$ cat config.mk
export PLATFORM = sky130hd
export DESIGN_NAME = button_conditioner
export DESIGN_NICKNAME = d
export VERILOG_FILES = /design/src/rtl/button_conditioner.sv
export SDC_FILE = /design/constraint.sdc
export NUM_CORES = 1
export LEC_CHECK = 0
export CAP_MARGIN = 20
export CORE_UTILIZATION = 30
export DETAILED_ROUTE_END_ITERATION = 16
export PLACE_DENSITY_LB_ADDON = 0.08
export RECOVER_POWER = 100
export REMOVE_ABC_BUFFERS = 1
export SYNTH_ARGS = -nofsm -noshare
export SYNTH_HDL_FRONTEND = slang
export SYNTH_SLANG_ARGS = --single-unit
$ cat constraint.sdc
create_clock -name clk -period 5.2 [get_ports clk]
set_input_delay 1.04 -clock clk [delete_from_list [all_inputs] [get_ports clk]]
set_output_delay 1.04 -clock clk [all_outputs]
set_load 0.05 [all_outputs]
$ cat src/rtl/button_conditioner.sv
// button_conditioner
//   Multi-channel pushbutton front end. For each channel it synchronises the
//   raw level, debounces it, and emits one-cycle press and release pulses.
//
//   Optional feature macro: BTN_AUTOREPEAT_EN
//     When this macro is defined, a per-channel auto-repeat FSM is compiled in.
//     While a button stays held, this FSM emits extra btn_press pulses.
//     When the macro is undefined, no repeat state or timers exist, and
//     btn_press pulses only on accepted presses.
//
//   Auto-repeat FSM (one instance per channel, BTN_AUTOREPEAT_EN only)
//     state      | meaning
//     -----------+--------------------------------------------------------
//     RPT_IDLE   | button released, or press not yet accepted
//     RPT_DELAY  | press accepted, counting down REPEAT_DELAY to first repeat
//     RPT_REPEAT | repeating, counting down REPEAT_PERIOD between pulses
module button_conditioner #(
  parameter int NUM_BTN         = 5,
  parameter int DEBOUNCE_CYCLES = 500000,
  parameter int REPEAT_DELAY    = 25000000,
  parameter int REPEAT_PERIOD   = 5000000
) (
  input  logic               clk,
  input  logic               rst,
  input  logic [NUM_BTN-1:0] btn_raw,
  output logic [NUM_BTN-1:0] btn_db,
  output logic [NUM_BTN-1:0] btn_press,
  output logic [NUM_BTN-1:0] btn_release
);

  // The counter only ever reaches DEBOUNCE_CYCLES-1, so clog2 of the
  // cycle count gives enough bits.
  localparam int              CNT_W    = (DEBOUNCE_CYCLES > 2) ? $clog2(DEBOUNCE_CYCLES) : 1;
  localparam logic [CNT_W-1:0] CNT_LAST = CNT_W'(DEBOUNCE_CYCLES - 1);

  // Reject parameter values that the counters cannot represent.
  if (DEBOUNCE_CYCLES < 2 || DEBOUNCE_CYCLES > 16777215 ||
      REPEAT_DELAY < 1 || REPEAT_PERIOD < 1) begin : g_bad_params
    $error("button_conditioner: parameter out of range");
  end

  logic [NUM_BTN-1:0]            sync_s1;
  logic [NUM_BTN-1:0]            sync_s2;
  logic [NUM_BTN-1:0][CNT_W-1:0] db_cnt;
  logic [NUM_BTN-1:0][CNT_W-1:0] db_cnt_next;
  logic [NUM_BTN-1:0]            db_next;
  logic [NUM_BTN-1:0]            db_rise;
  logic [NUM_BTN-1:0]            db_fall;

  // Two-flop synchroniser for the asynchronous button levels.
  always_ff @(posedge clk) begin
    if (rst) begin
      sync_s1 <= '0;
      sync_s2 <= '0;
    end else begin
      sync_s1 <= btn_raw;
      sync_s2 <= sync_s1;
    end
  end

  // Debounce decision. Any cycle that agrees with the accepted level
  // restarts the count. After DEBOUNCE_CYCLES disagreeing cycles in a row,
  // the new level is accepted.
  always_comb begin
    db_next     = btn_db;
    db_cnt_next = db_cnt;
    for (int i = 0; i < NUM_BTN; i++) begin
      if (sync_s2[i] == btn_db[i]) begin
        db_cnt_next[i] = '0;
      end else if (db_cnt[i] == CNT_LAST) begin
        db_next[i]     = sync_s2[i];
        db_cnt_next[i] = '0;
      end else begin
        db_cnt_next[i] = db_cnt[i] + 1'b1;
      end
    end
  end

  assign db_rise = db_next & ~btn_db;
  assign db_fall = ~db_next & btn_db;

  // Debounced level and per-channel stability counters.
  always_ff @(posedge clk) begin
    if (rst) begin
      btn_db <= '0;
      db_cnt <= '0;
    end else begin
      btn_db <= db_next;
      db_cnt <= db_cnt_next;
    end
  end

`ifdef BTN_AUTOREPEAT_EN
  localparam int RPT_MAX = (REPEAT_DELAY > REPEAT_PERIOD) ? REPEAT_DELAY : REPEAT_PERIOD;
  localparam int RPT_W   = (RPT_MAX > 2) ? $clog2(RPT_MAX) : 1;

  typedef enum logic [1:0] {
    RPT_IDLE   = 2'd0,
    RPT_DELAY  = 2'd1,
    RPT_REPEAT = 2'd2
  } rpt_state_t;

  rpt_state_t                    rpt_state [NUM_BTN];
  logic [NUM_BTN-1:0][RPT_W-1:0] rpt_timer;
  logic [NUM_BTN-1:0]            rpt_fire;

  // A repeat pulse fires when the down-counter expires. It is gated by
  // db_next, so a release on the same edge wins and no pulse is emitted.
  always_comb begin
    rpt_fire = '0;
    for (int i = 0; i < NUM_BTN; i++) begin
      rpt_fire[i] = (rpt_state[i] != RPT_IDLE) && db_next[i] && (rpt_timer[i] == '0);
    end
  end

  // Per-channel auto-repeat FSM with terminal-count down-counters.
  always_ff @(posedge clk) begin
    if (rst) begin
      for (int i = 0; i < NUM_BTN; i++) begin
        rpt_state[i] <= RPT_IDLE;
      end
      rpt_timer <= '0;
    end else begin
      for (int i = 0; i < NUM_BTN; i++) begin
        case (rpt_state[i])
          RPT_IDLE: begin
            if (db_rise[i]) begin
              rpt_state[i] <= RPT_DELAY;
              rpt_timer[i] <= RPT_W'(REPEAT_DELAY - 1);
            end
          end
          RPT_DELAY, RPT_REPEAT: begin
            if (!db_next[i]) begin
              rpt_state[i] <= RPT_IDLE;
              rpt_timer[i] <= '0;
            end else if (rpt_timer[i] == '0) begin
              rpt_state[i] <= RPT_REPEAT;
              rpt_timer[i] <= RPT_W'(REPEAT_PERIOD - 1);
            end else begin
              rpt_timer[i] <= rpt_timer[i] - 1'b1;
            end
          end
          default: begin
            rpt_state[i] <= RPT_IDLE;
            rpt_timer[i] <= '0;
          end
        endcase
      end
    end
  end
`endif

  // Registered edge pulses. The pulses line up with the first cycle of the
  // new debounced level.
  always_ff @(posedge clk) begin
    if (rst) begin
      btn_press   <= '0;
      btn_release <= '0;
    end else begin
`ifdef BTN_AUTOREPEAT_EN
      btn_press   <= db_rise | rpt_fire;
`else
      btn_press   <= db_rise;
`endif
      btn_release <= db_fall;
    end
  end

endmodule
==> results.txt, run 1 <==
----------------------------------------------------
[Outcome]
  Run status ... complete, no violations

[Synth]
  Dominant synthesized flop cell ... sky130_fd_sc_hd__dfxtp_1
  Total of warnings raised by yosys ... 0
  Post-synthesis area per instance ... 8.80 µm²
  Mapped Cells ... 579
  Summed instance area of the synthesized netlist ... 5100 µm²
  Top cells by count, synth ... sky130_fd_sc_hd__dfxtp_1 (120), sky130_fd_sc_hd__nor2_1 (70), sky130_fd_sc_hd__a21oi_1 (38)
  Number of synthesized flops with an enable pin ... 0
  Biggest area contributors in the synthesized netlist ... sky130_fd_sc_hd__dfxtp_1 (47%), sky130_fd_sc_hd__nor2_1 (5.2%), sky130_fd_sc_hd__xor2_1 (5.2%), sky130_fd_sc_hd__xnor2_1 (4.3%), sky130_fd_sc_hd__a21oi_1 (3.7%)
  Distinct cells, synth ... 35
  Register bit total from synthesis ... 120
  Part of the Yosys area used for sequential elements ... 0.471
  Cell taking the most area after synthesis ... sky130_fd_sc_hd__dfxtp_1
  Area share of the largest cell type after synthesis ... 0.471
  Most frequent cell after synthesis ... sky130_fd_sc_hd__dfxtp_1
  FFs w/ async S/R, synth ... 0

[Setup path]
  Required @ worst endpoint ... 5.46 ns
  Cell repeated most along the worst path ... sky130_fd_sc_hd__clkbuf_1
  Crit path from ... rst
  Critical path buffer and inverter count ... 3
  Cell at the slowest stage of the critical path ... sky130_fd_sc_hd__dlygate4sd3_1
  Arr. time, crit path ... 3.44 ns
  Max Fanout on Critical Path ... 22
  Cell Chain, Critical Path ... dlygate4sd3_1 -> clkbuf_1 -> a21oi_1 -> o21ai_0 -> clkbuf_1 -> nor2_1
  Crit path largest cell delay ... 1.06 ns
  Worst Reg2Reg Path Length in Cells ... 6
  Endpoint of the worst register-to-register path ... db_cnt[4]$_SDFF_PP0_
  Critical Path End Type ... flop
  CP top delay family ... buffers and inverters
  Type of the worst setup path ... in -> reg
  Reg2Reg Launch Point ... db_cnt[0]$_SDFF_PP0_
  Setup slack of the worst register-to-register path ... 2.66 ns
  Type of element launching the critical path ... primary input

[Global route]
  Global-route wire length before repair ... 17900 µm
  Remaining global-route overflow ... 0
  Antenna violations before repair ... 0
  Gr usage total ... 0.128
  Via count of the first global-routing pass ... 3757
  Largest net degree at the start of global routing ... 23

[Timing]
  Final total negative setup slack ... 0 ns
  Min Clock Period, post-route ... 3.18 ns
  Max_slew headroom ... 0.310
  Least setup slack across all paths after layout ... 2.02 ns
  Unrepaired setup endpoints after global routing ... no
  Worst Tran Pin Value ... 1.02 ns
  Number of hold violations in the final report ... 0
  Slew Viols, Final ... 0
  Final clock period utilization by the worst path ... 0.611
  Final-report setup violation count ... 0
  Clock tree skew after final layout ... 0.00480 ns
  Highest attainable clock frequency ... 315 MHz

[Drt]
  Drt pass-1 iters ... 4
  Total vias in the final route ... 4090
  Antenna-violating nets left ... 0
  Number of design rule violations left after detail routing ... 0
  Post-detailed-route via-to-cell ratio ... 4.88
  Count of routing violations after the opening detailed-route iteration ... 186
  Routed length per placed instance ... 12.4 µm
  Final Routed Wirelength ... 10400 µm

[Place]
  Quantity of I/O buffers inserted on ports ... 21
  Routability congestion estimate ... 0.678
  Placement Cell Area ... 5550 µm²
  Pre-CTS setup slack ... 2.14 ns
  Sum of net half-perimeters after detailed placement ... 7070 µm

[Clocking]
  Htree depth ... 4
  Clock Root Buffer ... sky130_fd_sc_hd__clkbuf_16
  Clock tree sinks ... 120
  Number of post-CTS setup repair buffers ... 0
  PostCTS Resize Cnt ... 0
  Clock tree from TritonCTS ... yes
  CTS buffer count ... 17
  Largest buffer count on any clock path ... 2
  Clock latency on the worst-skew pair ... 0.41 ns
  # hold bufs at CTS ... 0
  Clock transition at the register clock pins on the worst setup and hold paths after CTS ... 0.05 ns

[Min path]
  Min-delay worst type ... reg -> reg
  Number of stages on the worst hold path ... 1
  Hold-critical path endpoint ... sync_s2[1]$_SDFF_PP0_
  Start point of the worst min-delay path ... sync_s1[1]$_SDFF_PP0_

[Layout]
  Final Util ... 0.373
  Final design area excluding fillers ... 6190 µm²
  Antenna diode count ... 0
  Fraction of final layout cells sized beyond drive strength 1 ... 0.0599
  Area overhead of the layout relative to synthesis ... 21.5%
  Total number of nets in the final design ... 618

[Pwr]
  Total power per unit cell area ... 364 nW/µm²
  Static leakage ... 0.00197 µW
  VDD IR max ... 216 µV

[Die]
  Cell row count ... 47
  I/O pin count ... 22
  Floorplan core area ... 16600 µm²
  Die footprint ... 17500 µm²
  Starting density of the core ... 0.307
  Die outline height ... 132 µm
  Die span in x ... 132 µm

[Job]
  Max-capacitance violation count ... 0

----------------------------------------------------
routing by layer:
layer  track usage  vias up  wire (µm)
met5             0        -          0
met4        0.0536        0        174
met3        0.0419       18        400
met2         0.194       65       4630
met1         0.165     1888       5170
li1              -     2119          -
power by group:
group	switching [µW]	total (µW)	internal, µW
registers	2.81	928	925
logic	12.2	20.6	8.32
clock network	398	1310	909
total	413	2260	1840
worst max path at each step:
stage                     depth (start not counted)                    end  slack [ns]
after floorplan                                   5  db_cnt[56]$_SDFF_PP0_        3.23
after global placement                            4  db_cnt[11]$_SDFF_PP0_        2.03
after detailed placement                          5   db_cnt[4]$_SDFF_PP0_        2.14
after CTS                                         1              btn_db[4]        2.45
after global routing                              6  db_cnt[66]$_SDFF_PP0_        1.74
final                                             6  db_cnt[62]$_SDFF_PP0_        2.02
sequential cells by signal, summed over array words and instances, names as in the netlist:
register and count:
db_cnt 95, btn_db 5, btn_press 5, btn_release 5, sync_s1 5, sync_s2 5
worst register-to-register path, cell delays in order (launching register included):
cell and delay [ns]:
sky130_fd_sc_hd__dfxtp_1 0.37, sky130_fd_sc_hd__ha_1 0.20, sky130_fd_sc_hd__and3_1 0.33, sky130_fd_sc_hd__nand2_1 0.15
sky130_fd_sc_hd__o21ai_0 0.83, sky130_fd_sc_hd__clkbuf_1 0.42, sky130_fd_sc_hd__nor2_1 0.10
area by class of cell:
class	instances	area, µm²
flip-flops and latches	120	2400
multi-input cells	424	2560
clock buffers	23	498
clock inverters	8	165
fillers	1692	10400
inverters	18	67.6
repair buffers	25	225
well taps	220	275
per-stage QoR:
step	total power, µW	std cells	hold slack [ns]
finish	2260	838	0.436
global route	2340	838	0.447
CTS	2300	838	0.438
detailed placement	970	807	0.426
global placement	969	805	0.423
floorplan	956	562	0.413
cell usage in the layout, fill, tap and decap left out, types with 11 or more instances in the layout:
cell / count
sky130_fd_sc_hd__o31ai_1: 13
sky130_fd_sc_hd__nand2b_1: 11
sky130_fd_sc_hd__dfxtp_1: 120
sky130_fd_sc_hd__nor3_1: 16
sky130_fd_sc_hd__xor2_1: 30
sky130_fd_sc_hd__nand4_1: 24
sky130_fd_sc_hd__nand2_1: 27
sky130_fd_sc_hd__or3_1: 19
sky130_fd_sc_hd__and3_1: 17
sky130_fd_sc_hd__nand3_1: 34
sky130_fd_sc_hd__or4_1: 16
sky130_fd_sc_hd__nor2_1: 70
sky130_fd_sc_hd__xnor2_1: 25
sky130_fd_sc_hd__and4_1: 11
sky130_fd_sc_hd__clkbuf_16: 17
sky130_fd_sc_hd__a21oi_1: 38
sky130_fd_sc_hd__o21ai_0: 23
sky130_fd_sc_hd__dlygate4sd3_1: 16
sky130_fd_sc_hd__inv_1: 18
kinds of logic (layout without fill, tap and decap cells):
family,after synthesis,count (layout),synth area share
xor+xnor,55,55,0.0945
buf+inv,35,74,0.0265
compound gates,80,80,0.0889
fa+ha+maj,5,5,0.0123
flops,120,120,0.471
simple gates,284,284,0.306
Power figures use the tool's default switching activity.
==> run 2: changes to the inputs <==
Clock period 5.2 ns to 2.6 ns, I/O delays scaled along.
==> run 2 against run 1 <==
Net effect: die area unchanged; clock power up 92%; first-iteration DRC count decreased by 3.8%; count of clock-buffer cells in the layout grew 1; highest routed layer unchanged; largest power group unchanged; sequential share of layout area about the same; via count up 1.4%.
==> results.txt, run 2 (synthesized netlist as in run 1, its figures left out) <==
----------------------------------------------------
[Outcome]
  Run status ... complete, no violations

[Setup path]
  Setup slack of the worst register-to-register path ... 0.42 ns
  Max Fanout on Critical Path ... 4
  Arr. time, crit path ... 1.70 ns
  End point of the critical path ... btn_db[4]
  Type of element launching the critical path ... flop
  Required @ worst endpoint ... 2.08 ns
  Crit path largest cell delay ... 0.90 ns
  Cell Chain, Critical Path ... dlygate4sd3_1
  Crit path from ... btn_db[4]$_SDFF_PP0_
  Critical Path End Type ... output pin
  Critical path buffer and inverter count ... 1
  Cell at the slowest stage of the critical path ... sky130_fd_sc_hd__dlygate4sd3_1
  Endpoint of the worst register-to-register path ... db_cnt[56]$_SDFF_PP0_
  Type of the worst setup path ... reg -> out
  Worst Reg2Reg Path Length in Cells ... 5
  Reg2Reg Launch Point ... db_cnt[38]$_SDFF_PP0_
  WP depth ... 1
  CP top delay family ... buffers and inverters

[Timing]
  Highest attainable clock frequency ... 451 MHz
  Worst Tran Pin Value ... 0.589 ns
  Max_slew headroom ... 0.607
  Final total negative setup slack ... 0 ns
  Min Clock Period, post-route ... 2.22 ns
  Number of hold violations in the final report ... 0
  Least setup slack across all paths after layout ... 0.383 ns
  Final-report setup violation count ... 0
  Clock tree skew after final layout ... 0.00644 ns
  Slew Viols, Final ... 0
  Unrepaired setup endpoints after global routing ... no
  Final clock period utilization by the worst path ... 0.853

[Layout]
  Fraction of final layout cells sized beyond drive strength 1 ... 0.0608
  Total number of nets in the final design ... 624
  Max reg flops ... 95
  Filler Cells Inserted ... 1682
  Register name with the most flops ... db_cnt
  Antenna diode count ... 0
  Area overhead of the layout relative to synthesis ... 21.5%
  Commonest cells after routing, fill and taps aside ... sky130_fd_sc_hd__dfxtp_1 (120), sky130_fd_sc_hd__nor2_1 (70), sky130_fd_sc_hd__a21oi_1 (38), sky130_fd_sc_hd__nand3_1 (35), sky130_fd_sc_hd__xor2_1 (30)
  Most frequent standard cell in the layout excluding fill and tap cells ... sky130_fd_sc_hd__dfxtp_1

[Pwr]
  VDD IR max ... 467 µV
  Total power per unit cell area ... 714 nW/µm²
  Static leakage ... 0.00197 µW

[Clocking]
  CTS buffer count ... 17
  Htree depth ... 4
  Clock tree from TritonCTS ... yes
  Number of post-CTS setup repair buffers ... 0
  Clock transition at the register clock pins on the worst setup and hold paths after CTS ... 0.05 ns
  Clock latency on the worst-skew pair ... 0.42 ns
  Clock tree sinks ... 120
  Largest buffer count on any clock path ... 2
  Clock Root Buffer ... sky130_fd_sc_hd__clkbuf_16
  # hold bufs at CTS ... 0
  PostCTS Resize Cnt ... 0

[Global route]
  Largest net degree at the start of global routing ... 18
  Global-route wire length before repair ... 18500 µm
  Remaining global-route overflow ... 0
  Gr usage total ... 0.132
  Via count of the first global-routing pass ... 4038
  Antenna violations before repair ... 0

[Place]
  Sum of net half-perimeters after detailed placement ... 7290 µm
  Pre-CTS setup slack ... 0.413 ns
  Routability congestion estimate ... 0.794
  Quantity of I/O buffers inserted on ports ... 21

[Die]
  Die outline height ... 132 µm
  I/O pin count ... 22
  Cell row count ... 47
  Starting density of the core ... 0.307
  Die span in x ... 132 µm
  Die footprint ... 17500 µm²
  Floorplan core area ... 16600 µm²

[Drt]
  Routed length per placed instance ... 12.4 µm
  Post-detailed-route via-to-cell ratio ... 4.91
  Total vias in the final route ... 4147
  Count of routing violations after the opening detailed-route iteration ... 179
  Number of design rule violations left after detail routing ... 0
  Drt pass-1 iters ... 4
  Antenna-violating nets left ... 0
  Final Routed Wirelength ... 10500 µm

[Min path]
  Min-delay worst type ... reg -> reg

[Job]
  Max-capacitance violation count ... 0

----------------------------------------------------
==> run 2: how the worst min path moves through the flow <==
stage                           from                     to  slack, ns  cells after the start
6_report       sync_s1[4]$_SDFF_PP0_  sync_s2[4]$_SDFF_PP0_       0.44                      1
5_1_grt        sync_s1[4]$_SDFF_PP0_  sync_s2[4]$_SDFF_PP0_       0.46                      1
4_1_cts        sync_s1[4]$_SDFF_PP0_  sync_s2[4]$_SDFF_PP0_       0.44                      1
3_5_place_dp   sync_s1[2]$_SDFF_PP0_  sync_s2[2]$_SDFF_PP0_       0.43                      1
3_3_place_gp   sync_s1[2]$_SDFF_PP0_  sync_s2[2]$_SDFF_PP0_       0.42                      1
2_1_floorplan  db_cnt[76]$_SDFF_PP0_  db_cnt[76]$_SDFF_PP0_       0.41                      1
==> run 2: through the flow <==
step                      utilization  total power [µW]  area, µm²  hold WS [ns]  cells
after detailed placement        0.337              1940       5590         0.426    813
after floorplan                     -              1910       5030         0.413    562
final                           0.373              4420       6190         0.437    845
after CTS                       0.376              4510       6230         0.439    845
after global placement          0.337              1940       5590         0.425    813
after global routing            0.373              4590       6190         0.464    845
==> run 2: metal layers <==
metal	wire length, µm	global-route usage	vias to the layer above
li1	-	-	2137
met1	5050	0.158	1949
met2	4870	0.213	46
met3	329	0.0381	15
met4	226	0.0741	0
met5	0	0	-
==> run 2: report_power, final <==
group / internal, µW / leakage, µW / switching, µW
combinational: 18.0 / 0.000679 / 26.7
sequential: 1850 / 0.000969 / 5.93
clock: 1720 / 0.000320 / 797
total: 3590 / 0.00197 / 830
==> run 2: layout make-up <==
| class | count | area [µm²] | area share |
|---|---|---|---|
| multi-input cells | 424 | 2550 | 0.412 |
| flip-flops and latches | 120 | 2400 | 0.388 |
| clock buffers | 24 | 502 | 0.0810 |
| clock inverters | 8 | 140 | 0.0226 |
| well taps | 220 | 275 | 0.0444 |
| repair buffers | 31 | 253 | 0.0408 |
| inverters | 18 | 67.6 | 0.0109 |
